===== src/rtl/array_arb_pkg.sv =====
// Shared types, default geometry and the address range check for array_port_arbiter.
package array_arb_pkg;

  typedef enum logic {
    REQ_A = 1'b0,
    REQ_B = 1'b1
  } req_id_t;

  localparam int unsigned DEF_ROWS      = 4;
  localparam int unsigned DEF_COLS      = 2;
  localparam int unsigned DEF_WIDTH     = 8;
  localparam int unsigned DEF_AW        = 8;
  localparam int unsigned DEF_WATCH_ROW = 2;
  localparam int unsigned DEF_WATCH_COL = 2;
  localparam int unsigned DEF_WATCH_BIT = 3;

  // Addresses are widened to this before comparing so no high bits are lost.
  localparam int unsigned ADDR_MAX_W = 64;

  function automatic logic in_range(input logic [ADDR_MAX_W-1:0] row,
                                    input logic [ADDR_MAX_W-1:0] col,
                                    input int unsigned           rows,
                                    input int unsigned           cols);
    return (row < ADDR_MAX_W'(rows)) && (col != '0) && (col <= ADDR_MAX_W'(cols));
  endfunction

endpackage


===== src/rtl/rr_arb2.sv =====
// Two-input round-robin arbiter; the priority pointer only moves on contention.
module rr_arb2
  import array_arb_pkg::*;
(
  input  logic       clk,
  input  logic       rst,
  input  logic [1:0] i_req,
  output logic [1:0] o_grant
);

  req_id_t r_prio;
  logic    w_both;

  assign w_both = i_req[0] & i_req[1];

  always_comb begin
    o_grant = '0;
    if (!rst) begin
      if (w_both) o_grant = (r_prio == REQ_A) ? 2'b01 : 2'b10;
      else        o_grant = i_req;
    end
  end

  always_ff @(posedge clk or posedge rst) begin
    if (rst)         r_prio <= REQ_A;
    else if (w_both) r_prio <= (r_prio == REQ_A) ? REQ_B : REQ_A;
  end

endmodule


===== src/rtl/array_port_arbiter.sv =====
// Two-port arbitrated access to an internal ROWS x COLS (columns base 1) register table,
// with range-checked accesses and a change counter on one watched bit.
module array_port_arbiter
  import array_arb_pkg::*;
#(
  parameter int unsigned ROWS      = DEF_ROWS,
  parameter int unsigned COLS      = DEF_COLS,
  parameter int unsigned WIDTH     = DEF_WIDTH,
  parameter int unsigned AW        = DEF_AW,
  parameter int unsigned WATCH_ROW = DEF_WATCH_ROW,
  parameter int unsigned WATCH_COL = DEF_WATCH_COL,
  parameter int unsigned WATCH_BIT = DEF_WATCH_BIT
) (
  input  logic             clk,
  input  logic             rst,
  input  logic             a_req,
  input  logic             b_req,
  input  logic             a_we,
  input  logic             b_we,
  input  logic [AW-1:0]    a_row,
  input  logic [AW-1:0]    b_row,
  input  logic [AW-1:0]    a_col,
  input  logic [AW-1:0]    b_col,
  input  logic [WIDTH-1:0] a_wdata,
  input  logic [WIDTH-1:0] b_wdata,
  output logic             a_ack,
  output logic             b_ack,
  output logic             a_rvalid,
  output logic             b_rvalid,
  output logic [WIDTH-1:0] a_rdata,
  output logic [WIDTH-1:0] b_rdata,
  output logic             a_err,
  output logic             b_err,
  output logic [7:0]       watch_cnt
);

  localparam int unsigned RW = (ROWS > 1) ? $clog2(ROWS) : 1;
  localparam int unsigned CW = (COLS > 1) ? $clog2(COLS) : 1;

  logic [1:0]       w_grant;
  logic             w_any;
  logic             w_we;
  logic [AW-1:0]    w_row;
  logic [AW-1:0]    w_col;
  logic [AW-1:0]    w_col_m1;
  logic [WIDTH-1:0] w_wdata;
  logic             w_valid;
  logic [RW-1:0]    w_row_idx;
  logic [CW-1:0]    w_col_idx;
  logic [WIDTH-1:0] w_cell;
  logic             w_watch_hit;

  logic [WIDTH-1:0] r_mem [ROWS][COLS];

  rr_arb2 u_arb (
    .clk     (clk),
    .rst     (rst),
    .i_req   ({b_req, a_req}),
    .o_grant (w_grant)
  );

  assign a_ack = w_grant[0];
  assign b_ack = w_grant[1];
  assign w_any = |w_grant;

  always_comb begin
    w_we    = w_grant[1] ? b_we    : a_we;
    w_row   = w_grant[1] ? b_row   : a_row;
    w_col   = w_grant[1] ? b_col   : a_col;
    w_wdata = w_grant[1] ? b_wdata : a_wdata;
  end

  // Indices are truncated only for the table lookup; w_valid gates every use of them.
  always_comb begin
    w_valid     = in_range(ADDR_MAX_W'(w_row), ADDR_MAX_W'(w_col), ROWS, COLS);
    w_col_m1    = w_col - AW'(1);
    w_row_idx   = w_row[RW-1:0];
    w_col_idx   = w_col_m1[CW-1:0];
    w_cell      = r_mem[w_row_idx][w_col_idx];
    w_watch_hit = w_any && w_we && w_valid &&
                  (w_row == AW'(WATCH_ROW)) && (w_col == AW'(WATCH_COL)) &&
                  (w_wdata[WATCH_BIT] != w_cell[WATCH_BIT]);
  end

  always_ff @(posedge clk or posedge rst) begin
    if (rst) begin
      for (int unsigned r = 0; r < ROWS; r++)
        for (int unsigned c = 0; c < COLS; c++)
          r_mem[RW'(r)][CW'(c)] <= '0;
      watch_cnt <= '0;
    end else if (w_any && w_we && w_valid) begin
      r_mem[w_row_idx][w_col_idx] <= w_wdata;
      if (w_watch_hit) watch_cnt <= watch_cnt + 8'd1;
    end
  end

  always_ff @(posedge clk or posedge rst) begin
    if (rst) begin
      a_rvalid <= 1'b0;
      b_rvalid <= 1'b0;
      a_err    <= 1'b0;
      b_err    <= 1'b0;
      a_rdata  <= '0;
      b_rdata  <= '0;
    end else begin
      a_rvalid <= w_grant[0] & ~w_we;
      b_rvalid <= w_grant[1] & ~w_we;
      a_err    <= w_grant[0] & ~w_valid;
      b_err    <= w_grant[1] & ~w_valid;
      if (w_grant[0] && !w_we) a_rdata <= w_valid ? w_cell : '0;
      if (w_grant[1] && !w_we) b_rdata <= w_valid ? w_cell : '0;
    end
  end

endmodule

===== config.mk =====
export PLATFORM = sky130hd
export DESIGN_NAME = array_port_arbiter
export DESIGN_NICKNAME = d
export VERILOG_FILES = /design/src/rtl/array_arb_pkg.sv /design/src/rtl/rr_arb2.sv /design/src/rtl/array_port_arbiter.sv
export SDC_FILE = /design/constraint.sdc
export NUM_CORES = 1
export LEC_CHECK = 0
export ABC_AREA = 1
export ABC_CLOCK_PERIOD_IN_PS = 9150
export BUFFER_PORTS_ARGS = -buffer_cell sky130_fd_sc_hd__buf_2
export CORE_ASPECT_RATIO = 0.7
export CORE_MARGIN = 2
export CORE_UTILIZATION = 45
export CTS_BUF_LIST = sky130_fd_sc_hd__clkbuf_8
export DETAILED_ROUTE_END_ITERATION = 8
export HOLD_SLACK_MARGIN = 0.12
export MAX_ROUTING_LAYER = met4
export PLACE_DENSITY_LB_ADDON = 0.3
export SETUP_SLACK_MARGIN = 0.4
export SYNTH_ARGS = -nofsm -noshare
export SYNTH_HDL_FRONTEND = slang
export SYNTH_SLANG_ARGS = --single-unit
export TNS_END_PERCENT = 20

===== constraint.sdc =====
create_clock -name clk -period 9.15 [get_ports clk]
set_clock_uncertainty 0.1 [all_clocks]
set_input_delay 1.83 -clock clk [delete_from_list [all_inputs] [get_ports clk]]
set_output_delay 1.83 -clock clk [all_outputs]
set_load 0.01 [all_outputs]

After elaboration in Yosys (flattened, before gate mapping) --
Index checks and enable logic that the tools add are counted.
Storage, ports and cells: register bits after elaboration 93, bits in latches 0, memory bits (writable) 0, ROM bits 0, input bits 54, output and inout bits 30, word-level logic and storage cells 71, memories 0
Operators by class: add/subtract/negate cells 2, multiply operators 0, div/mod/pow operators 0, $lt $le $gt $ge 6, equal/unequal tests 3, shift operators 0, mux-type cells 20, bitwise logic cells 9, reduce and logical (&&, ||, !) cells 15
Operators with widths (number):
- bitwise mux 64 bit | 1
- 2-to-1 mux 8 bit | 8
- 2-to-1 mux 16 bit | 3
- binary-select mux 16 bit (select 2 bit) | 1
- demux 16 bit (select 2 bit) | 1
- == test 8 x 2 -> 1 bit, second input constant | 2
- logical AND 1 bit | 11
- adder 8 x 1 -> 8 bit, second input constant | 1
- demux 8 bit (select 1 bit) | 1
- <= comparator 8 x 2 -> 1 bit, second input constant | 1
- less-than comparator 8 x 3 -> 1 bit, second input constant | 1
- nonzero test 8 bit | 1
- 2-to-1 mux 2 bit | 3
- AND 1 bit | 5
- >= comparator 3 bit, second input constant | 1
- less-than comparator 3 x 1 -> 1 bit, second input constant | 1
- inverter 2 -> 3 bit | 1
- >= comparator 2 bit, second input constant | 1
- less-than comparator 2 x 1 -> 1 bit, second input constant | 1
- 2-to-1 mux 1 bit | 2
- inverter 1 bit | 2
- inverter 1 -> 2 bit | 1
- AND reduction 2 bit | 1
- OR reduction 2 bit | 1
- 3 further kinds | 3

Logic depth before layout (Yosys ltp) --
Gate-level depths: netlist of the first run.
depth in word-level cells 14, mapped depth 16, mapped depth without buffers 15

Cells and area by module --
From an unflattened synthesis of the first run, not the netlist that was laid out.
Unflattened totals: cells, all modules 649, area, all modules 5111.2 µm²
By module, submodules not included:
- array_port_arbiter | times used 1, cells an instance 634, area each 5032.3 µm², sequential area each 2302.2 µm²
- rr_arb2 | times used 1, cells an instance 15, area each 78.8 µm², sequential area each 25.0 µm²

Worst setup path after synthesis of the first run --
No wires, ideal clock.
kind in2out, from input rst, to output b_ack, data arrival time 4.394 ns, data required time 7.220 ns, path slack 2.826 ns, cell stages on the path 3, buffers on the path 0, path through inv_1 -> nand2_1 -> nor2_4
On the way: word-level cells in the longest chain between the ends 1
RTL lines:
- start: declaration | RTL line array_port_arbiter.sv:15 | input logic rst,
- 2-to-1 mux 2 bit | RTL line rr_arb2.sv:18 | if (!rst) begin
- end: declaration | RTL line array_port_arbiter.sv:27 | output logic b_ack,
Every way passes these cells.

Final worst setup path of the first run --
Ends and elaborated chain as after synthesis.

==> flow_summary.yaml, run 1 <==
synth:
  synth_top_cell_by_area: "dfrtp_1"
  synth_area_leaders: "dfrtp_1 48%, nand2_1 15%, o21ai_1 8.2%"
  yosysUniqueCellTypes: 39
  avgSynthCellArea_sq_um: 8.15
  ys_ff_latch: 93
  synth.cell_area_sq_um: 4810
  synth-edff-count: 0
  ys_seq_area_share_pct: 48.4
  synth_top_area_share_pct: 48.4
  async_reset_ff_share_pct: 100
  synth_cells: 590
  syn-num-nets: 645
  synthFlopType: "dfrtp_1"
  yosysWarnings: 0
place:
  numPortBuffers: 83
  placed_cells: 791
  dpl.hpwl_mm: 8.19
  place_congestion: 0.862
  post-place-ws_ns: 4.55
die:
  num_rows: 31
  ios: 84
  dieArea_sq_um: 11500
  die_h_um: 90.5
  start_util_pct: 46.4
  coreArea_sq_um: 10400
  die_w_um: 128
run:
  cap_violations: 0
clocking:
  cts_tree: "done"
  h-tree-depth: 3
  post_cts_resized: 0
  postCtsSetupBuffers: 0
  postCtsHoldBufs: 0
  clk_latency_ns: 0.37
  cts_buffer_depth: 2
  clk_transition_reported_paths_ns: 0.09
  numCtsBuffers: 9
  cts-root-buf: "clkbuf_8"
  cts_sinks: 93
setup_path:
  critical_path_required_ns: 7.22
  r2r_cells: 11
  rrSetupSlack_ns: 6.52
  cp_data_arrival_time_ns: 2.66
  reg2reg_from: "u_arb.r_prio$_DFFE_PP0P_"
  reg2reg_to: "a_rdata[4]$_DFFE_PP0P_"
  worstSetupPathType: "primary input to output port"
  cp-start-kind: "primary input"
  crit_fanout: 14
  critPathCaptureType: "output port"
routing:
  dr.pass1.iters: 5
  viasPerCell: 5.05
  dr.first_iter.drc_count: 267
  wl_mm: 11.2
  vias: 4070
  avgRoutedWirePerCell_um: 13.9
  post-route-drc-count: 0
  drtAntennaViolNets: 0
pwr:
  swShare_pct: 28.6
  p_int_uw: 550
  p_sw_uw: 221
  peakVddDrop_mv: 0.0983
  clkPwrFrac_pct: 32.8
  seqPwrFrac_pct: 53.9
  p_per_area_nw_per_um2: 142
  power_leakage_nw: 2.84
  combPwrFrac_pct: 13.4
run_status:
  status: "complete, no violations"
min_path:
  min-delay-start: "a_rdata[5]$_DFFE_PP0P_"
  hold_path.class: "flop to flop"
  holdPathStages: 2
  min_to: "a_rdata[5]$_DFFE_PP0P_"
finish:
  fillCellCount: 963
  area_growth_pct: 13.0
  layout_commonest_cell: "nand2_1"
  drive_above_1_share_pct: 21.8
  antennaDiodeCount: 0
  final_cells: 806
  nets: 725
  mostFrequentLayoutCells: "188 x nand2_1, 93 x dfrtp_1, 83 x buf_2, 79 x o21ai_1, 59 x nor2_1"
grt:
  grt_overflow_total: 0
  gr-usage-all-layers_pct: 20.7
  antenna_found_initial: 0
  grt_max_degree: 83
  grt_pass1_vias: 3790
  grt_pass1_wl_mm: 18.5
sta:
  fmax_ghz: 0.218
  rsz0062_at_grt: "no"
  max_slew_margin_pct: 30.4
  worst_pin_slew_ns: 1.04
  period_share_pct: 50.2
  worst_slack_ns: 4.56
  finalSetupViolations: 0
  hold_violations: 0
  tns_ns: 0
  slew_violations: 0
  period_needed_ns: 4.59
[registers in the layout (all words and copies together) (netlist names)]
name	flops
a_rdata	8
u_arb.r_prio	1
watch_cnt	8
a_rvalid	1
b_rdata	8
b_err	1
b_rvalid	1
r_mem	64
a_err	1
[power by group through the flow]
| stage | Combinational (mW) | Sequential (mW) | Clock, mW |
|---|---|---|---|
| after global placement | 0.102 | 0.423 | 0 |
| after global routing | 0.116 | 0.415 | 0.274 |
| final | 0.103 | 0.415 | 0.253 |
| after floorplan | 0.0688 | 0.424 | 0 |
| after detailed placement | 0.104 | 0.423 | 0 |
| after CTS | 0.104 | 0.415 | 0.259 |
[through the flow]
step	power [mW]	util [%]	hold WS, ns	area (sq um)
finish	0.771	52.5	0.391	5430
global route	0.806	52.5	0.403	5430
CTS	0.778	52.5	0.397	5430
detailed placement	0.527	50.8	0.376	5260
global placement	0.525	50.8	0.359	5260
floorplan	0.493	-	0.351	4810
[worst max-delay path by stage]
stage / from / to / cells after the start
5_1_grt: rst / a_ack / 5
4_1_cts: rst / b_ack / 5
3_3_place_gp: rst / b_ack / 5
3_5_place_dp: rst / b_ack / 5
6_report: rst / b_ack / 5
2_1_floorplan: rst / b_ack / 3
[cell type report]
cell class                      count  area, sq um  area share [%]
Sequential cell                    93         2330            42.8
Multi-Input combinational cell    435         2160            39.7
Timing Repair Buffer               84          423            7.78
Inverter                           47          186            3.43
Tap cell                          132          165            3.04
Clock buffer                       10          138            2.53
Clock inverter                      5         36.3           0.668
[layer usage]
layer	GRT usage, %	part of all wire [%]	up-vias
li1	-	-	2044
met1	29.8	50	1899
met4	4.30	0.93	0
met3	5.21	5.8	10
met5	-	0	-
met2	29.8	44	117
[kinds of logic after synthesis]
family / synth area share, %
muxes: 1.46
xor gates and xnor gates: 1.09
adders and majority gates: 0.260
AOI/OAI and AO/OA: 10.1
DFF: 48.4
buffers and inverters: 6.72
and+or+nand+nor: 31.9
[synthesized netlist by cell type (2+ instances only)]
| master | n |
|---|---|
| buf_2 | 2 |
| clkbuf_1 | 2 |
| xor2_1 | 3 |
| nand2_1 | 188 |
| dfrtp_1 | 93 |
| nand2_4 | 11 |
| a21oi_1 | 5 |
| o21ai_1 | 79 |
| nor2_4 | 4 |
| nand4_1 | 10 |
| o21ai_2 | 3 |
| nor2_1 | 59 |
| or2_2 | 8 |
| and2_1 | 2 |
| nand3_2 | 2 |
| inv_2 | 3 |
| nand2_2 | 6 |
| nand3_1 | 32 |
| mux2i_1 | 7 |
| buf_6 | 10 |
| inv_1 | 39 |
| xnor2_1 | 3 |
| inv_4 | 3 |
[worst max-delay path: stages]
cell	delay (ns)
buf_2	0.14
clkinv_2	0.18
nand2_1	0.13
nor2_4	0.21
buf_2	0.17
Power figures use the tool's default switching activity.
==> inputs of run 2 (changes only) <==
Settings changed: ABC_CLOCK_PERIOD_IN_PS 9150 to 4230.
Clock period 9.15 ns to 4.23 ns, I/O delays scaled along.
==> run 2 against run 1 <==
Compared with the run above:
- non-clock buffer count did not move
- cell count grew 0.12%
- design area rose by 1.1%
- worst hold slack worse by 0.0028 ns
- sequential cell count unchanged
- clock power grew to 2.7 times the previous value
- sequential share of layout area down 0.47 points
- combinational power up 130%
- setup slack got worse by 3.3 ns
- wire length increased by 7.3%
==> flow_summary.yaml, run 2 (synthesis gave the netlist of run 1 again) <==
die:
  num_rows: 31
  die_w_um: 128
  die_h_um: 90.5
  ios: 84
  dieArea_sq_um: 11500
  coreArea_sq_um: 10400
  start_util_pct: 46.4
pwr:
  total_power_mw: 1.81
  power_leakage_nw: 2.87
  peakVddDrop_mv: 0.185
  p_per_area_nw_per_um2: 329
finish:
  multiInputGateArea_sq_um: 2160
  area_growth_pct: 14.3
  final_area_sq_um: 5490
  largest_reg_flops: 64
  final_cells: 807
  nets: 725
  antennaDiodeCount: 0
  layout_commonest_cell: "nand2_1"
  fin_util_pct: 53.0
  drive_above_1_share_pct: 21.9
  seqCellArea_sq_um: 2330
  regMostFlops: "r_mem"
  mostFrequentLayoutCells: "188 x nand2_1, 93 x dfrtp_1, 83 x buf_2, 79 x o21ai_1, 59 x nor2_1"
  fillCellCount: 975
sta:
  slew_violations: 0
  tns_ns: 0
  max_slew_margin_pct: 29.9
  rsz0062_at_grt: "no"
  hold_violations: 0
  worst_pin_slew_ns: 1.02
  period_share_pct: 70.4
  worst_hold_slack_ns: 0.389
  fmax_ghz: 0.336
  worst_slack_ns: 1.25
  period_needed_ns: 2.98
  finalSetupViolations: 0
setup_path:
  crit_fanout: 28
  worstSetupPathType: "primary input to output port"
  r2r_cells: 11
  cp_data_arrival_time_ns: 2.03
  critical_path_required_ns: 3.28
  reg2reg_to: "a_rdata[7]$_DFFE_PP0P_"
  cp-start-kind: "primary input"
  critPathCaptureType: "output port"
  rrSetupSlack_ns: 1.64
  reg2reg_from: "u_arb.r_prio$_DFFE_PP0P_"
routing:
  drtAntennaViolNets: 0
  vias: 4222
  dr.first_iter.drc_count: 324
  wl_mm: 12.0
  avgRoutedWirePerCell_um: 14.9
  dr.pass1.iters: 5
  post-route-drc-count: 0
  viasPerCell: 5.23
grt:
  gr-usage-all-layers_pct: 22.6
  use_met3_pct: 4.92
  grt_max_degree: 69
  busiest_layer: "met1"
  grtUsageMet2_pct: 32.4
  grt_pass1_vias: 4020
  antenna_found_initial: 0
  grt_pass1_wl_mm: 20.2
  gr-usage-met1_pct: 33.4
  grt_overflow_total: 0
clocking:
  cts_tree: "done"
  numCtsBuffers: 9
  cts_buffer_depth: 2
  clk_latency_ns: 0.37
  post_cts_resized: 0
  cts_sinks: 93
  cts-root-buf: "clkbuf_8"
  h-tree-depth: 3
  postCtsHoldBufs: 0
  postCtsSetupBuffers: 0
  clk_transition_reported_paths_ns: 0.08
place:
  dpl.hpwl_mm: 8.81
  place_congestion: 0.923
  numPortBuffers: 83
  placed_cells: 791
  post-place-ws_ns: 0.958
  placed_area_sq_um: 5260
min_path:
  min-delay-start: "a_rdata[3]$_DFFE_PP0P_"
  min_to: "a_rdata[3]$_DFFE_PP0P_"
  hold_path.class: "flop to flop"
  holdPathStages: 2
run_status:
  status: "complete, no violations"
run:
  cap_violations: 0
[run 2: changes by cell type in the layout (fill, tap and decap cells not counted)]
cell        previous run  this run
bufinv_16              0         2
clkinv_4               0         2
clkinvlp_4             3         2
clkinv_2               3         1
[run 2: critical path: stages]
cell	delay, ns
buf_2	0.16
clkinvlp_4	0.49
nand2_1	0.29
nor2_4	0.09
buf_2	0.15
[run 2: layer usage]
layer | vias to the layer above | part of all wire [%]
met2 | 139 | 43
met3 | 11 | 6.4
li1 | 2061 | -
met5 | - | 0
met1 | 2011 | 50
met4 | 0 | 0.95
[run 2: final cells by class]
class	instances	share of cell area, %
tap	132	3.01
sequential	93	42.4
clock buffer	10	2.51
multi-input combinational	435	39.3
inverter	47	3.44
clock inverter	6	1.71
timing repair buffer	84	7.70
[run 2: report_power, final]
group	leakage, nW	switching, mW	internal, mW
clock network	0.113	0.322	0.353
logic	1.46	0.163	0.0687
registers	1.29	0.00392	0.894
[run 2: worst max path at each step]
stage / start / endpoint / slack, ns / cells past startpoint
6_report: rst / b_ack / 1.25 / 5
5_1_grt: rst / b_ack / 1.08 / 5
4_1_cts: rst / b_ack / 1.21 / 5
3_5_place_dp: rst / watch_cnt[2]$_DFFE_PP0P_ / 0.96 / 13
3_3_place_gp: rst / a_rdata[5]$_DFFE_PP0P_ / 1.03 / 12
2_1_floorplan: rst / watch_cnt[4]$_DFFE_PP0P_ / 0.51 / 10
==> inputs of run 3 (changes only) <==
Settings changed: ABC_CLOCK_PERIOD_IN_PS 4230 to 2400.
Clock period 4.23 ns to 2.4 ns, I/O delays scaled along.
==> run 3 against run 2 <==
Compared with the run above:
- cell count grew 7.4%
- die area is the same
- sequential power grew 76%
- largest cell class is now multi-input gates
- largest power group unchanged
==> flow_summary.yaml, run 3 (synthesis gave the netlist of run 1 again) <==
run_status:
  status: "complete, no violations"
die:
  die_h_um: 90.5
  coreArea_sq_um: 10400
  ios: 84
  num_rows: 31
  start_util_pct: 46.4
  die_w_um: 128
  dieArea_sq_um: 11500
grt:
  grt_pass1_vias: 4705
  grt_overflow_total: 0
  grt_max_degree: 51
  antenna_found_initial: 0
  gr-usage-all-layers_pct: 27.0
  grt_pass1_wl_mm: 23.9
finish:
  final_cells: 867
  layout_commonest_cell: "nand2_1"
  drive_above_1_share_pct: 37.3
  final_area_sq_um: 6580
  nets: 785
  antennaDiodeCount: 0
  fillCellCount: 816
  mostFrequentLayoutCells: "149 x nand2_1, 93 x dfrtp_1, 83 x buf_2, 72 x o21ai_1, 55 x nor2_1"
  largest_reg_flops: 64
  regMostFlops: "r_mem"
  area_growth_pct: 36.8
place:
  placed_cells: 815
  place_congestion: 0.892
  dpl.hpwl_mm: 9.37
  numPortBuffers: 83
  placed_area_sq_um: 5500
clocking:
  clk_latency_ns: 0.38
  cts_tree: "done"
  cts-root-buf: "clkbuf_8"
  cts_sinks: 93
  clk_transition_reported_paths_ns: 0.09
  numCtsBuffers: 9
  cts_buffer_depth: 2
  postCtsHoldBufs: 0
  h-tree-depth: 3
setup_path:
  critical_path_required_ns: 2.60
  cp_data_arrival_time_ns: 2.32
  critPathCaptureType: "flop"
  cp-start-kind: "flop"
  crit_fanout: 7
  worstSetupPathType: "flop to flop"
sta:
  period_share_pct: 88.4
  fmax_ghz: 0.471
  hold_violations: 0
  period_needed_ns: 2.12
  rsz0062_at_grt: "yes"
  slew_violations: 0
  max_slew_margin_pct: 56.8
  worst_pin_slew_ns: 0.647
  finalSetupViolations: 0
routing:
  viasPerCell: 5.41
  dr.pass1.iters: 5
  post-route-drc-count: 0
  avgRoutedWirePerCell_um: 17.6
  wl_mm: 15.3
  drtAntennaViolNets: 0
  dr.first_iter.drc_count: 470
  vias: 4690
pwr:
  p_per_area_nw_per_um2: 522
  seqPwrFrac_pct: 46.1
  p_int_mw: 2.41
  peakVddDrop_mv: 0.394
  p_sw_mw: 1.02
  clkPwrFrac_pct: 34.8
  combPwrFrac_pct: 19.1
  power_leakage_nw: 3.20
  swShare_pct: 29.6
run:
  cap_violations: 0
min_path:
  hold_path.class: "primary input to flop"
[run 3: worst paths after layout]
kind,startpoint,to,slack [ns],depth (start not counted)
setup / recovery,u_arb.r_prio$_DFFE_PP0P_,b_rdata[6]$_DFFE_PP0P_,0.28,13
setup reg to reg,u_arb.r_prio$_DFFE_PP0P_,b_rdata[6]$_DFFE_PP0P_,0.28,13
hold / removal,b_we,b_rvalid$_DFF_PP0_,0.19,2
max in group asynchronous,rst,r_mem[11]$_DFFE_PP0P_,0.91,4
hold reg to reg,r_mem[0]$_DFFE_PP0P_,r_mem[0]$_DFFE_PP0P_,0.39,2
min in group asynchronous,rst,a_rdata[6]$_DFFE_PP0P_,0.22,3
[run 3: per-layer routing]
layer | vias to the layer above | track usage [%] | part of all wire [%] | wire, um
li1 | 2184 | - | - | -
met1 | 2253 | 36.1 | 44 | 6650
met2 | 225 | 41.7 | 46 | 7070
met3 | 28 | 6.28 | 8.3 | 1270
met4 | 0 | 7.14 | 1.9 | 286
met5 | - | - | 0 | 0
[run 3: timing repair]
action                                  4_1_cts  5_1_grt
endpoints found under the setup margin       87       90
gates cloned                                  7        3
setup buffers                                20        6
pin swaps                                    28       33
gates resized for setup                      67       51
[run 3: critical path: stages, from the launching register on]
cell and delay [ns]:
dfrtp_1 0.38, inv_2 0.05, nand3_4 0.10, nand2_8 0.09, buf_12 0.13, buf_16 0.12, o21ai_4 0.19, nand2_1 0.09
buf_6 0.15, nor2_1 0.08, a21oi_1 0.05, nand3_1 0.16, nand3_1 0.15, a21boi_1 0.19
[run 3: metrics by stage]
step	util [%]	TNS [ns]	setup WS (ns)	power [mW]	hold WS, ns
floorplan	-	-72.88	-0.922	1.89	0.351
detailed placement	53.1	-0.187	-0.0384	2.09	0.369
finish	63.5	0	0.278	3.43	0.187
global route	63.5	0	0.205	3.55	0.190
global placement	53.1	0	0.0424	2.08	0.365
CTS	60.9	0	0.370	3.37	0.181
[run 3: cell type report]
class | instances | area [sq um] | share of cell area, %
multi-input cells | 444 | 2720 | 41.4
flip-flops and latches | 93 | 2330 | 35.4
repair buffers | 135 | 917 | 13.9
inverters | 47 | 223 | 3.39
well taps | 132 | 165 | 2.51
clock buffers | 9 | 124 | 1.88
clock inverters | 7 | 97.6 | 1.48
[run 3: power by group through the flow]
stage,clock (mW),combinational [mW],sequential [mW]
floorplan,0,0.273,1.62
global placement,0,0.472,1.61
detailed placement,0,0.476,1.61
CTS,1.20,0.590,1.58
global route,1.26,0.705,1.58
finish,1.19,0.656,1.58
